==> config.mk <==
export PLATFORM = sky130hd
export DESIGN_NAME = led_fader
export DESIGN_NICKNAME = d
export VERILOG_FILES = /design/src/rtl/led_fader.sv
export SDC_FILE = /design/constraint.sdc
export NUM_CORES = 1
export LEC_CHECK = 0
export CAP_MARGIN = 0
export CORE_MARGIN = 2
export CORE_UTILIZATION = 55
export DETAILED_ROUTE_END_ITERATION = 12
export GPL_TIMING_DRIVEN = 0
export PLACE_DENSITY = 0.75
export SLEW_MARGIN = 20
export SYNTH_ARGS = -nofsm -noshare
export SYNTH_HDL_FRONTEND = slang
export SYNTH_SLANG_ARGS = --single-unit
==> constraint.sdc <==
create_clock -name clk -period 5.7 [get_ports clk]
set_input_delay 0.855 -clock clk [delete_from_list [all_inputs] [get_ports clk]]
set_output_delay 0.855 -clock clk [all_outputs]
set_load 0.05 [all_outputs]
==> src/rtl/led_fader.sv <==
// PWM LED driver that ramps brightness linearly toward the on/off target given by en.
// Optional square-law duty mapping when LED_FADER_GAMMA_EN is defined.
module led_fader #(
  parameter int PWM_BITS = 8,
  parameter int STEP_DIV = 65536
) (
  input  logic                clk,
  input  logic                rst,
  input  logic                en,
  output logic                led,
  output logic [PWM_BITS-1:0] level,
  output logic                busy
);

  localparam int PW = $clog2(STEP_DIV);
  localparam logic [PWM_BITS-1:0] MAX = {PWM_BITS{1'b1}};

  typedef enum logic [1:0] {S_OFF, S_RAMP_UP, S_ON, S_RAMP_DOWN} state_t;

  state_t              r_state, w_state_nxt;
  logic [PWM_BITS-1:0] r_level, w_level_nxt;
  logic [PWM_BITS-1:0] r_pwm_cnt;
  logic [PWM_BITS-1:0] w_duty;
  logic [PW-1:0]       r_presc, w_presc_nxt;
  logic                r_led;
  logic                w_ramping;
  logic                w_tick;

  assign w_ramping = (r_state == S_RAMP_UP) || (r_state == S_RAMP_DOWN);
  assign w_tick    = w_ramping && (r_presc == PW'(STEP_DIV - 1));

`ifdef LED_FADER_GAMMA_EN
  logic [2*PWM_BITS-1:0] w_sq;
  assign w_sq   = {{PWM_BITS{1'b0}}, r_level} * {{PWM_BITS{1'b0}}, r_level};
  assign w_duty = w_sq[2*PWM_BITS-1:PWM_BITS];
`else
  assign w_duty = r_level;
`endif

  always_comb begin
    w_state_nxt = r_state;
    w_level_nxt = r_level;
    w_presc_nxt = '0;
    // Prescaler keeps its phase across a reversal; only OFF/ON park it at 0.
    if (w_ramping) w_presc_nxt = w_tick ? '0 : r_presc + 1'b1;
    case (r_state)
      S_OFF: begin
        if (en) w_state_nxt = S_RAMP_UP;
      end
      S_RAMP_UP: begin
        if (!en) begin
          w_state_nxt = S_RAMP_DOWN;
        end else if (w_tick) begin
          w_level_nxt = r_level + 1'b1;
          if (r_level == MAX - 1'b1) w_state_nxt = S_ON;
        end
      end
      S_ON: begin
        if (!en) w_state_nxt = S_RAMP_DOWN;
      end
      S_RAMP_DOWN: begin
        if (en) begin
          w_state_nxt = S_RAMP_UP;
        end else if (w_tick) begin
          w_level_nxt = r_level - 1'b1;
          if (r_level == {{(PWM_BITS-1){1'b0}}, 1'b1}) w_state_nxt = S_OFF;
        end
      end
      default: w_state_nxt = S_OFF;
    endcase
  end

  always_ff @(posedge clk) begin
    if (rst) begin
      r_state   <= S_OFF;
      r_level   <= '0;
      r_pwm_cnt <= '0;
      r_presc   <= '0;
      r_led     <= 1'b0;
    end else begin
      r_state   <= w_state_nxt;
      r_level   <= w_level_nxt;
      r_pwm_cnt <= r_pwm_cnt + 1'b1;
      r_presc   <= w_presc_nxt;
      r_led     <= (r_level == MAX) || (r_pwm_cnt < w_duty);
    end
  end

  assign led   = r_led;
  assign level = r_level;
  assign busy  = w_ramping;

endmodule

==> results.py <==
metrics = {
    "finish": {
        "final_area_sq_um": 2170,
        "drive_gt1_share_pct": 7.20,
        "final_cell_mix": "35 x nor2_1, 35 x dfxtp_1, 18 x nand3_1, 18 x ha_1, 16 x inv_1",
        "antenna_cells": 0,
        "final_core_util_pct": 65.0,
        "nets": 256,
        "syn_to_final_growth_pct": 13.0,
    },
    "synth": {
        "synth_area_sq_um": 1920,
        "synthFlopType": "dfxtp_1",
        "synth_edf_count": 0,
        "synthArstFlopShare_pct": 0,
        "ys_warn_count": 0,
        "ys_seq_elements": 35,
        "ys_seq_area_share_pct": 36.5,
        "post-synth-top-area-cell": "dfxtp_1",
        "synth_nets": 237,
        "ys_types": 45,
        "synth.avg_cell_area_sq_um": 8.89,
        "syn_inst": 216,
        "synth_area_leaders": "dfxtp_1 37%, ha_1 12%, nor2_1 6.8%",
        "yosys.area.top_type_share_pct": 36.5,
    },
    "timing": {
        "rsz0062_at_grt": "false",
        "finalSetupTns_ns": 0,
        "min_period_ns": 3.13,
        "fmax_mhz": 319,
        "finalMaxSlewViolations": 0,
        "period_share_pct": 55.0,
        "slew_headroom_pct": 66.4,
        "fin_ws_ns": 2.57,
        "clock_skew_ns": 0.0124,
        "finalSetupViolations": 0,
        "worst_pin_slew_ns": 0.500,
        "hold_viol": 0,
    },
    "drt": {
        "drc_errors": 0,
        "vias_per_cell": 5.27,
        "wire_per_inst_um": 12.5,
        "postRouteAntennaNets": 0,
        "dr.pass1.iters": 4,
        "vias": 1486,
        "routed_wl_um": 3530,
        "drt_iter0_drc": 79,
    },
    "clock_network": {
        "cts_setup_buffers": 0,
        "htree_levels": 2,
        "cts_resized": 0,
        "clockBufferDepth": 2,
        "clock_sinks": 35,
        "cts_tree": "built",
        "cts.clk_slew.worst_paths_ns": 0.12,
        "root_buffer": "clkbuf_4",
        "numCtsBuffers": 5,
        "clock_latency_ns": 0.35,
        "holdBufCountCts": 0,
    },
    "grt": {
        "overflow": 0,
        "antenna_found_initial": 0,
        "grt_start_max_net_pins": 12,
        "grt_usage_pct": 20.2,
        "grt_pass1_wl_um": 6380,
        "first_global_vias": 1445,
    },
    "placement": {
        "gp_congestion": 0.816,
        "place_area_sq_um": 2100,
        "numPortBuffers": 12,
        "hpwl_um": 2580,
        "pre_cts_ws_ns": 2.67,
    },
    "die": {
        "placementRows": 21,
        "fp.dieH_um": 63.1,
        "initial_core_util_pct": 57.5,
        "io-pin-count": 13,
        "dieArea_sq_um": 3980,
        "fp.dieW_um": 63.1,
        "core-area_sq_um": 3340,
    },
    "run_status": {
        "outcome": "finished clean",
    },
    "worst_setup_path": {
        "arrival_ns": 2.28,
        "path_class": "register to output pin",
        "crit_path_start_kind": "register",
        "cp_max_fo": 10,
        "endpoint_kind": "output pin",
        "worstPathRequired_ns": 4.85,
    },
    "pwr": {
        "powerDensity_nw_per_um2": 260,
        "leakage_nw": 0.839,
        "peakVddDrop_mv": 0.170,
    },
    "job": {
        "max_cap_violations": 0,
    },
    "min_path": {
        "min_path_type": "register to register",
    },
}
[registers in the layout, indices dropped and copies added, names as in the netlist]
signal and flops:
r_state 2, r_presc 16, led 1, r_pwm_cnt 8, level 8
[worst paths after layout]
check | from | endpoint | cells after the start | slack (ns)
max | r_state[0] | busy | 5 | 2.57
min | r_presc[0] | r_presc[0] | 1 | 0.48
max reg2reg | r_state[1] | level[5] | 7 | 3.39
min reg2reg | r_presc[0] | r_presc[0] | 1 | 0.48
[per-stage QoR]
| stage | hold slack (ns) | cells | total power [mW] |
|---|---|---|---|
| after floorplan | 0.421 | 216 | 0.377 |
| after CTS | 0.480 | 282 | 0.570 |
| after global placement | 0.441 | 274 | 0.410 |
| after detailed placement | 0.452 | 274 | 0.412 |
| final | 0.479 | 282 | 0.565 |
| after global routing | 0.501 | 282 | 0.599 |
[report_power, final]
part / internal, mW / leakage (nW) / switching, mW
registers: 0.257 / 0.283 / 0.0110
clock network: 0.0721 / 0.0375 / 0.0869
logic: 0.0537 / 0.518 / 0.0839
total: 0.383 / 0.839 / 0.182
[worst max-delay path: stages, from the launching register on]
cell and delay (ns):
dfxtp_1 0.38, ha_1 0.22, clkbuf_1 0.34, nor2_1 0.14, inv_1 0.07, clkdlybuf4s50_1 0.79
[per-layer routing]
layer  share of wire [%]  GRT usage (%)
met1                  52           27.1
met2                  43           30.5
met3                 2.9           4.29
met4                 2.0           10.8
met5                   0              0
[kinds of logic (layout without fill, tap and decap cells)]
kind of cell | count (synthesis) | after routing | synth area share (%)
fa+ha+maj | 18 | 18 | 11.7
xor+xnor | 26 | 26 | 11.9
mux | 1 | 1 | 0.587
flops | 35 | 35 | 36.5
simple gates | 88 | 88 | 24.4
compound gates | 27 | 27 | 10.8
buf+inv | 21 | 41 | 4.17
[synth_stat cells, types with 2 or more instances]
| master | instances |
|---|---|
| nand2_1 | 5 |
| ha_1 | 18 |
| nand3b_1 | 2 |
| a2111oi_0 | 2 |
| and3_1 | 9 |
| o22ai_1 | 4 |
| dfxtp_1 | 35 |
| nand3_1 | 18 |
| a31oi_1 | 2 |
| o31ai_1 | 2 |
| or4_1 | 3 |
| inv_1 | 16 |
| nor3_1 | 3 |
| clkbuf_1 | 4 |
| xnor2_1 | 13 |
| xor2_1 | 13 |
| o21ai_0 | 2 |
| nor2_1 | 35 |
| a21oi_1 | 4 |
[final cells by class]
cell class / instances / area (sq um)
plain buffers: 5 / 20.0
clock buffers: 7 / 65.1
clock inverters: 1 / 7.51
fillers: 303 / 1170
inverters: 16 / 60.1
multi-input cells: 160 / 1140
flip-flops and latches: 35 / 701
well taps: 46 / 57.6
repair buffers: 12 / 120
Power figures use the tool's default switching activity.
